===== config.mk =====
export PLATFORM = sky130hd
export DESIGN_NAME = adc_receiver_flat
export DESIGN_NICKNAME = d
export VERILOG_FILES = /design/src/rtl/audio_pkg.sv /design/src/rtl/adc_receiver_if.sv /design/src/rtl/sync_edge.sv /design/src/rtl/adc_receiver.sv /design/src/flat_wrapper.sv
export SDC_FILE = /design/constraint.sdc
export NUM_CORES = 1
export LEC_CHECK = 0
export ABC_CLOCK_PERIOD_IN_PS = 3300
export CORE_MARGIN = 2
export CORE_UTILIZATION = 50
export DETAILED_ROUTE_END_ITERATION = 6
export PLACE_DENSITY_LB_ADDON = 0.12
export RECOVER_POWER = 50
export SLEW_MARGIN = 20
export SYNTH_ARGS = -nofsm -noshare
export SYNTH_HDL_FRONTEND = slang
export SYNTH_SLANG_ARGS = --single-unit

===== constraint.sdc =====
create_clock -name Clk -period 3.3 [get_ports Clk]
set_input_delay 0.66 -clock Clk [delete_from_list [all_inputs] [get_ports Clk]]
set_output_delay 0.66 -clock Clk [all_outputs]
set_load 0.02 [all_outputs]

===== src/rtl/audio_pkg.sv =====
// Shared audio-path types and constants.
// Covers the codec capture path: sample type, receiver FSM states and I2S framing.
package audio_pkg;

    typedef logic signed [15:0] sample_t;

    typedef enum logic [1:0] {
        StWaitFrame,
        StSkip,
        StShift,
        StHold
    } adc_rx_state_t;

    typedef enum logic {
        ChanL = 1'b0,
        ChanR = 1'b1
    } adc_chan_t;

    // I2S places the MSB one bit clock after the word-clock edge.
    localparam int unsigned I2S_DELAY_BITS = 1;

endpackage


===== src/rtl/adc_receiver_if.sv =====
// Stereo sample handshake between the ADC receiver (master) and its consumer (slave).
interface adc_receiver_if #(
    parameter int unsigned DATA_WIDTH = 16
);
    logic [DATA_WIDTH-1:0] LDATA_IN;
    logic [DATA_WIDTH-1:0] RDATA_IN;
    logic                  sample_valid;
    logic                  sample_ready;
    logic                  overrun;
    logic                  clr_overrun;

    modport master (
        output LDATA_IN,
        output RDATA_IN,
        output sample_valid,
        output overrun,
        input  sample_ready,
        input  clr_overrun
    );

    modport slave (
        input  LDATA_IN,
        input  RDATA_IN,
        input  sample_valid,
        input  overrun,
        output sample_ready,
        output clr_overrun
    );
endinterface


===== src/rtl/sync_edge.sv =====
// Multi-flop synchroniser for an asynchronous input plus one-cycle rise/fall pulses.
// The level output is delayed to line up with the pulses so sampled data keeps its skew.
module sync_edge #(
    parameter int unsigned SYNC_STAGES = 2
) (
    input  logic Clk,
    input  logic Reset,
    input  logic din_i,
    output logic level_o,
    output logic rise_o,
    output logic fall_o
);

    // Bits [SYNC_STAGES-1:0] synchronise; the next flop feeds the edge detectors.
    logic [SYNC_STAGES+1:0] chain_q;

    always_ff @(posedge Clk) begin
        if (Reset) begin
            chain_q <= '0;
        end else begin
            chain_q <= {chain_q[SYNC_STAGES:0], din_i};
        end
    end

    assign level_o = chain_q[SYNC_STAGES];
    assign rise_o  = chain_q[SYNC_STAGES] & ~chain_q[SYNC_STAGES+1];
    assign fall_o  = ~chain_q[SYNC_STAGES] & chain_q[SYNC_STAGES+1];

endmodule


===== src/rtl/adc_receiver.sv =====
// WM8731 ADC capture: oversamples the I2S link in the system clock domain and
// presents completed left/right pairs through a valid/ready handshake.
module adc_receiver
    import audio_pkg::*;
#(
    parameter int unsigned DATA_WIDTH  = 16,
    parameter int unsigned SYNC_STAGES = 2
) (
    input  logic               Clk,
    input  logic               Reset,
    input  logic               AUD_BCLK,
    input  logic               AUD_ADCLRCK,
    input  logic               AUD_ADCDAT,
    adc_receiver_if.master     rx
);

    localparam int unsigned       CntW    = $clog2(DATA_WIDTH + 1);
    localparam logic [CntW-1:0]   CntFull = CntW'(DATA_WIDTH);
    localparam logic [CntW-1:0]   CntSkip = CntW'(I2S_DELAY_BITS);

    logic bclk_rise, lrck_rise, lrck_fall, adc_dat;
    logic bclk_level_unused, bclk_fall_unused, lrck_level_unused;
    logic dat_rise_unused, dat_fall_unused;

    sync_edge #(.SYNC_STAGES(SYNC_STAGES)) u_sync_bclk (
        .Clk     (Clk),
        .Reset   (Reset),
        .din_i   (AUD_BCLK),
        .level_o (bclk_level_unused),
        .rise_o  (bclk_rise),
        .fall_o  (bclk_fall_unused)
    );

    sync_edge #(.SYNC_STAGES(SYNC_STAGES)) u_sync_lrck (
        .Clk     (Clk),
        .Reset   (Reset),
        .din_i   (AUD_ADCLRCK),
        .level_o (lrck_level_unused),
        .rise_o  (lrck_rise),
        .fall_o  (lrck_fall)
    );

    sync_edge #(.SYNC_STAGES(SYNC_STAGES)) u_sync_dat (
        .Clk     (Clk),
        .Reset   (Reset),
        .din_i   (AUD_ADCDAT),
        .level_o (adc_dat),
        .rise_o  (dat_rise_unused),
        .fall_o  (dat_fall_unused)
    );

    adc_rx_state_t         state_q, state_d;
    adc_chan_t             chan_q, chan_d;
    logic [DATA_WIDTH-1:0] shreg_q, shreg_d, shifted, word;
    logic [CntW-1:0]       cnt_q, cnt_d;
    logic [DATA_WIDTH-1:0] l_stage_q, l_stage_d;
    logic [DATA_WIDTH-1:0] ldata_q, ldata_d, rdata_q, rdata_d;
    logic                  valid_q, valid_d, overrun_q, overrun_d;
    logic                  word_done, lrck_edge, overrun_set;

    always_ff @(posedge Clk) begin
        if (Reset) begin
            state_q   <= StWaitFrame;
            chan_q    <= ChanL;
            shreg_q   <= '0;
            cnt_q     <= '0;
            l_stage_q <= '0;
            ldata_q   <= '0;
            rdata_q   <= '0;
            valid_q   <= 1'b0;
            overrun_q <= 1'b0;
        end else begin
            state_q   <= state_d;
            chan_q    <= chan_d;
            shreg_q   <= shreg_d;
            cnt_q     <= cnt_d;
            l_stage_q <= l_stage_d;
            ldata_q   <= ldata_d;
            rdata_q   <= rdata_d;
            valid_q   <= valid_d;
            overrun_q <= overrun_d;
        end
    end

    always_comb begin
        state_d   = state_q;
        chan_d    = chan_q;
        shreg_d   = shreg_q;
        cnt_d     = cnt_q;
        word_done = 1'b0;
        word      = shreg_q;
        shifted   = {shreg_q[DATA_WIDTH-2:0], adc_dat};
        lrck_edge = lrck_rise | lrck_fall;

        // Any word-clock edge once framed restarts capture on the new channel.
        if (state_q != StWaitFrame && lrck_edge) begin
            state_d = StSkip;
            chan_d  = lrck_rise ? ChanR : ChanL;
            cnt_d   = '0;
            shreg_d = '0;
        end

        case (state_q)
            StWaitFrame: begin
                if (lrck_fall) begin
                    state_d = StSkip;
                    chan_d  = ChanL;
                    cnt_d   = '0;
                    shreg_d = '0;
                end
            end
            StSkip: begin
                if (!lrck_edge && bclk_rise) begin
                    if (cnt_q + CntW'(1) == CntSkip) begin
                        state_d = StShift;
                        cnt_d   = '0;
                    end else begin
                        cnt_d = cnt_q + CntW'(1);
                    end
                end
            end
            StShift: begin
                if (lrck_edge) begin
                    // Short word: left-align, missing LSBs read as zero.
                    word_done = 1'b1;
                    word      = shreg_q << (CntFull - cnt_q);
                end else if (bclk_rise) begin
                    shreg_d = shifted;
                    cnt_d   = cnt_q + CntW'(1);
                    if (cnt_q + CntW'(1) == CntFull) begin
                        word_done = 1'b1;
                        word      = shifted;
                        state_d   = StHold;
                    end
                end
            end
            StHold: ;
            default: state_d = StWaitFrame;
        endcase
    end

    always_comb begin
        l_stage_d   = l_stage_q;
        ldata_d     = ldata_q;
        rdata_d     = rdata_q;
        valid_d     = valid_q;
        overrun_set = 1'b0;

        if (valid_q && rx.sample_ready) begin
            valid_d = 1'b0;
        end

        if (word_done && chan_q == ChanL) begin
            l_stage_d = word;
        end

        if (word_done && chan_q == ChanR) begin
            if (!valid_q || rx.sample_ready) begin
                ldata_d = l_stage_q;
                rdata_d = word;
                valid_d = 1'b1;
            end else begin
                overrun_set = 1'b1;
            end
        end

        if (overrun_set) begin
            overrun_d = 1'b1;
        end else if (rx.clr_overrun) begin
            overrun_d = 1'b0;
        end else begin
            overrun_d = overrun_q;
        end
    end

    assign rx.LDATA_IN     = ldata_q;
    assign rx.RDATA_IN     = rdata_q;
    assign rx.sample_valid = valid_q;
    assign rx.overrun      = overrun_q;

endmodule


===== src/flat_wrapper.sv =====
// flat-port wrapper written by rule: the top's interface ports become plain ports
module adc_receiver_flat import audio_pkg::*;
#(
    parameter int unsigned DATA_WIDTH  = 16,
    parameter int unsigned SYNC_STAGES = 2
)
  (Clk, Reset, AUD_BCLK, AUD_ADCLRCK, AUD_ADCDAT, rx_LDATA_IN, rx_RDATA_IN, rx_sample_valid, rx_overrun, rx_sample_ready, rx_clr_overrun);
  adc_receiver_if #(.DATA_WIDTH(DATA_WIDTH)) rx_i ();
  input  logic Clk;
  input  logic Reset;
  input  logic AUD_BCLK;
  input  logic AUD_ADCLRCK;
  input  logic AUD_ADCDAT;
  output wire logic [$bits(rx_i.LDATA_IN)-1:0] rx_LDATA_IN;
  output wire logic [$bits(rx_i.RDATA_IN)-1:0] rx_RDATA_IN;
  output wire logic [$bits(rx_i.sample_valid)-1:0] rx_sample_valid;
  output wire logic [$bits(rx_i.overrun)-1:0] rx_overrun;
  input wire logic [$bits(rx_i.sample_ready)-1:0] rx_sample_ready;
  input wire logic [$bits(rx_i.clr_overrun)-1:0] rx_clr_overrun;
  assign rx_LDATA_IN = rx_i.LDATA_IN;
  assign rx_RDATA_IN = rx_i.RDATA_IN;
  assign rx_sample_valid = rx_i.sample_valid;
  assign rx_overrun = rx_i.overrun;
  assign rx_i.sample_ready = rx_sample_ready;
  assign rx_i.clr_overrun = rx_clr_overrun;
  adc_receiver #(.DATA_WIDTH(DATA_WIDTH), .SYNC_STAGES(SYNC_STAGES)) u_core (.Clk(Clk), .Reset(Reset), .AUD_BCLK(AUD_BCLK), .AUD_ADCLRCK(AUD_ADCLRCK), .AUD_ADCDAT(AUD_ADCDAT), .rx(rx_i));
endmodule

# Yosys cells after proc, flatten, opt, wreduce, memory -nomap -nowiden

Cells that the tools add are included.

Word-level logic and storage cells: 78
Register bits after elaboration: 85

Reductions and logical operators: 12
Bitwise operators: 8
Mux-type cells: 39
Shift operators: 1
Equal/unequal tests: 4
Add/subtract/negate cells: 2

Operators by type and width:

| cell                                          | number |
|---|---|
| 2-to-1 mux 16 bit                             | 8 |
| one-hot mux 16 bit (2 select lines)           | 1 |
| 2-to-1 mux 5 bit                              | 6 |
| << shifter 16 x 5 -> 16 bit                   | 1 |
| 2-to-1 mux 1 bit                              | 15 |
| one-hot mux 5 bit (3 select lines)            | 1 |
| 2-to-1 mux 2 bit                              | 7 |
| one-hot mux 2 bit (3 select lines)            | 1 |
| adder 5 x 1 -> 5 bit, second input constant   | 1 |
| == test 5 x 1 -> 1 bit, second input constant | 1 |
| == test 5 bit, second input constant          | 1 |
| logical AND 1 bit                             | 5 |
| subtractor 5 bit, first input constant        | 1 |
| NOT 1 bit                                     | 4 |
| nonzero test 2 bit                            | 2 |
| bitwise AND 1 bit                             | 3 |
| == test 2 x 1 -> 1 bit, second input constant | 1 |
| == test 2 bit, second input constant          | 1 |
| zero test 1 bit                               | 2 |
| zero test 2 bit                               | 1 |
| AND reduction 2 bit                           | 1 |
| logical OR 1 bit                              | 1 |
| bitwise OR 1 bit                              | 1 |

# Depth between registers and ports, before layout

Depth after elaboration: 9
Gate-level depth with buffers: 10
Gate-level depth less buffers: 7

# Hierarchy

A second synthesis with hierarchy kept.

Cell total of the unflattened synthesis: 539
Area total of the unflattened synthesis: 4669.5 um^2

By module, submodules not included:

| module       | sequential area each (um^2) | cells each | area each (um^2) | instances |
|---|---|---|---|---|
| adc_receiver | 1481.4                      | 509        | 4316.6           | 1 |
| sync_edge    | 80.1                        | 10         | 117.6            | 3 |

# Least setup slack after synthesis

Ideal clock, no wire load.

Kind: flip-flop to flip-flop
From: register u_core.cnt_q[0]
To: register u_core.l_stage_q[10]
Path slack: 0.760 ns
Path buffers: 3
Setup time: 0.091 ns
Data required time: 3.209 ns
Period minus slack after synthesis: 2.540 ns
Cell stages (with the launch flop): 11
Arrival time: 2.449 ns
Cell sequence: dfxtp_1 buf_6 clkinv_1 ha_1 buf_4 buf_8 mux2i_1 mux4_2 o41ai_1 a21oi_1 a311oi_1

Longest elaborated chain between the ends: 7
Elaborated cells between the ends (all ways): 13

RTL lines:

| element                | RTL line            | source |
|---|---|---|
| from (decl)            | adc_receiver.sv:55  | `logic [CntW-1:0] cnt_q, cnt_d;` |
| from (signal assigned) | adc_receiver.sv:76  | `cnt_q <= cnt_d;` |
| adder 5 x 1 -> 5 bit   | adc_receiver.sv:130 | `if (cnt_q + CntW'(1) == CntFull) begin` |
| == test 5 bit          | adc_receiver.sv:130 |  |
| 2-to-1 mux 1 bit       | adc_receiver.sv:130 |  |
| 2-to-1 mux 1 bit       | adc_receiver.sv:127 | `end else if (bclk_rise) begin` |
| 2-to-1 mux 1 bit       | adc_receiver.sv:123 | `if (lrck_edge) begin` |
| 2-to-1 mux 1 bit       | adc_receiver.sv:103 | `case (state_q)` |
| logical AND 1 bit      | adc_receiver.sv:153 | `if (word_done && chan_q == ChanL) begin` |
| to (signal assigned)   | adc_receiver.sv:77  | `l_stage_q <= l_stage_d;` |
| to (decl)              | adc_receiver.sv:56  | `logic [DATA_WIDTH-1:0] l_stage_q, l_stage_d;` |

Several ways; a longest one is shown, not always the timed one.
A chain may end at the register's enable or synchronous reset.

# Worst setup path in the final report

From: register u_core.cnt_q[0]
To: register u_core.l_stage_q[8]

The elaborated chain is that of the path after synthesis.

==> run_results.csv <==
group,metric,value,unit
run_status,status,"complete, but fails checks",
run_status,violations,"max-capacitance violations, max-slew violations",
clock_network,hold_buffers,0,
logic_synthesis,syn_area_per_cell,9.52,sq um
grt,overflow,0,
cells_and_area,final_cell_mix,"85 x dfxtp_1, 64 x a21oi_1, 34 x dlygate4sd3_1, 33 x nor2_1, 24 x o21ai_0",
critical_path,reg2regPathDepth,7,
hold_path,holdPathStages,1,
timing,period_needed,2.90,ns
detailed_routing,dr.pass1.iters,5,
hold_path,hold_class,"register to register",
floorplan,num_io_pins,41,
clock_network,htreeDepth,3,
floorplan,rows,34,
floorplan,die_h,99.2,um
placement,routabilityCongestion,0.933,
timing,finalSetupViolCount,0,
clock_network,numCtsBuffers,9,
floorplan,core_area,8760,sq um
critical_path,critPathMaxStageDelay,0.67,ns
logic_synthesis,ys_ff_latch,85,
logic_synthesis,synthCells,476,
timing,tightest_slew,1.73,ns
logic_synthesis,synth_fp_nets,488,
cells_and_area,area_growth,13.5,%
grt,grtUsageTotal,23.9,%
critical_path,worstSetupPathType,"register to register",
critical_path,worstPathRequired,3.51,ns
detailed_routing,drc,0,
placement,port_buffers,40,
floorplan,initial_utilization,51.7,%
clock_network,cts_buffer_depth,2,
timing,fmax,345,MHz
grt,grt_max_degree,48,
cells_and_area,fin_util,58.7,%
timing,slew_violations,42,
clock_network,ctsResizeCount,0,
pwr,p_leak,1.66,nW
logic_synthesis,synthFlopType,"dfxtp_1",
logic_synthesis,synth_cell_types,71,
placement,hpwlAfterDp,7880,um
critical_path,end_kind,"register",
logic_synthesis,ys_warn_count,0,
pwr,ir_worst_vdd,244,uV
detailed_routing,drt-initial-drc-count,248,
placement,place_inst,593,
grt,grt_pass1_vias,3635,
floorplan,dieArea,9840,sq um
detailed_routing,wirelength,11200,um
floorplan,die_w,99.2,um
cells_and_area,fin_cells,609,
cells_and_area,layout.nets,508,
detailed_routing,antenna_left,0,
clock_network,ctsRootBufferMaster,"clkbuf_8",
clock_network,cts_sinks,85,
clock_network,insertion_delay,0.37,ns
cells_and_area,drive_gt1_share,13.2,%
critical_path,critPathArrivalTime,3.11,ns
clock_network,path_clk_slew,0.09,ns
detailed_routing,routed_via_density,6.32,
logic_synthesis,synth_edf_count,0,
critical_path,reg2reg_from,"u_core.cnt_q[0]",
timing,rsz0062_at_grt,"false",
logic_synthesis,syn_area,4530,sq um
logic_synthesis,yosysSeqAreaShare,37.6,%
clock_network,cts_tree,"done",
run,drv_cap,1,
hold_path,min_to,"u_core.u_sync_lrck.chain_q[1]",
cells_and_area,final_common_cell,"dfxtp_1",
critical_path,critPathMaxFanout,20,
cells_and_area,fillers,833,
critical_path,crit_chain,"buf_4 > ha_1 > nand3_2 > xnor2_1 > a31oi_4 > nor3_4 > a311oi_1",
timing,post-route-period-util,87.7,%
logic_synthesis,synthArstFlopShare,0,%
timing,skew,0.0116,ns
critical_path,r2r_setup_slack,0.40,ns
detailed_routing,wl_per_cell,18.4,um
timing,setup_tns,0,ns
clock_network,cts_setup_buffers,0,
grt,grt_pass1_wl,18900,um
detailed_routing,num_vias,3849,
timing,final_hold_viol_count,0,
hold_path,hp-start,"u_core.u_sync_lrck.chain_q[0]",
critical_path,r2r-end,"u_core.l_stage_q[8]",
pwr,pwr_density_cell,374,nW/um^2
timing,slew_headroom,-15.1,%
grt,antenna_found_initial,0,
cells_and_area,antenna_cells,0,
critical_path,cpMaxStageDelayCell,"nor3_4",
critical_path,critPathLaunchType,"register",
[cell type report]
class	instances	area, sq um	area share (%)
clock buffers	9	124	2.41
clock inverters	7	98.8	1.92
inverters	5	18.8	0.365
multi-input cells	341	2560	49.9
flip-flops and latches	85	1700	33.1
well taps	108	135	2.63
repair buffers	54	499	9.71
[critical path, delay by kind of cell (launching register included)]
family,cells,cell delay (ns)
compound gates,2,0.49
xor+xnor,1,0.42
fa+ha+maj,1,0.35
buf+inv,1,0.29
flops,1,0.34
simple gates,2,0.85
[through the flow]
step / hold WS, ns / total power [mW] / area (sq um) / worst slack [ns]
floorplan: 0.414 / 1.10 / 4530 / 0.760
global placement: 0.422 / 1.12 / 4920 / 0.404
detailed placement: 0.426 / 1.12 / 4920 / 0.420
CTS: 0.447 / 1.93 / 5150 / 0.407
global route: 0.456 / 1.98 / 5140 / 0.0899
finish: 0.444 / 1.92 / 5140 / 0.405
[metal layers]
layer | part of all wire [%] | vias up | wire length (um) | global-route usage (%)
met1 | 46 | 1861 | 5190 | 33.3
met3 | 5.4 | 22 | 603 | 4.99
met4 | 2.6 | 0 | 292 | 9.91
met2 | 46 | 111 | 5120 | 36.2
met5 | 0 | - | 0 | 0
li1 | - | 1855 | - | -
[synthesized netlist by cell type (3+ instances only)]
| cell type | count | area, sq um |
|---|---|---|
| a22oi_1 | 16 | 120 |
| o21ai_0 | 24 | 120 |
| a211oi_2 | 3 | 37.5 |
| mux4_2 | 11 | 248 |
| buf_6 | 6 | 67.6 |
| nand2b_1 | 8 | 50.1 |
| dfxtp_1 | 85 | 1700 |
| a31oi_1 | 4 | 25.0 |
| mux2i_1 | 20 | 200 |
| a311oi_1 | 8 | 70.1 |
| nand2_1 | 6 | 22.5 |
| nor2b_1 | 13 | 81.3 |
| a211oi_1 | 23 | 173 |
| buf_2 | 7 | 35.0 |
| o31ai_1 | 4 | 30.0 |
| or3_1 | 3 | 18.8 |
| o211ai_1 | 3 | 22.5 |
| nor3_1 | 7 | 35.0 |
| nand3_1 | 19 | 95.1 |
| ha_1 | 5 | 62.6 |
| o41ai_1 | 4 | 35.0 |
| mux2_2 | 3 | 33.8 |
| nor4_1 | 9 | 56.3 |
| a21oi_1 | 64 | 320 |
| inv_1 | 4 | 15.0 |
| clkbuf_1 | 22 | 82.6 |
| a32oi_1 | 4 | 35.0 |
| buf_4 | 4 | 30.0 |
| buf_1 | 4 | 15.0 |
| nor2_1 | 33 | 124 |
[flip-flops by register name (all words and copies together) (netlist names)]
register and flops:
u_core.l_stage_q 16, u_core.cnt_q 5, u_core.shreg_q 16, u_core.u_sync_bclk.chain_q 4, u_core.rx.overrun 1, u_core.u_sync_lrck.chain_q 4
u_core.rx.sample_valid 1, u_core.rx.LDATA_IN 16, u_core.rx.RDATA_IN 16, u_core.state_q 2, u_core.chan_q 1, u_core.u_sync_dat.chain_q 3
[kinds of logic after synthesis]
| kind of cell | Yosys count | share of synthesized area, % |
|---|---|---|
| AND/OR/NAND/NOR | 121 | 15.8 |
| XOR/XNOR | 4 | 1.10 |
| flip-flops | 85 | 37.6 |
| adder cells (fa/ha/maj) | 6 | 1.60 |
| buffers and inverters | 50 | 5.94 |
| multiplexers | 36 | 11.8 |
| AO/OA/AOI/OAI | 174 | 26.2 |
[where the power goes]
part | total, mW | internal [mW] | switching [mW]
combinational | 0.0605 | 0.0182 | 0.0423
clock | 0.828 | 0.430 | 0.398
sequential | 1.03 | 1.03 | 0.00285
total | 1.92 | 1.48 | 0.444
[worst max-delay path by stage]
stage	startpoint	endpoint	slack, ns	depth (start not counted)
3_3_place_gp	u_core.cnt_q[0]	u_core.l_stage_q[8]	0.40	7
3_5_place_dp	u_core.cnt_q[0]	u_core.l_stage_q[8]	0.42	7
5_1_grt	u_core.cnt_q[0]	u_core.l_stage_q[9]	0.09	7
4_1_cts	u_core.cnt_q[0]	u_core.l_stage_q[8]	0.41	7
6_report	u_core.cnt_q[0]	u_core.l_stage_q[8]	0.40	7
2_1_floorplan	u_core.cnt_q[0]	u_core.l_stage_q[10]	0.76	10
(Power assumes the default switching activity.)
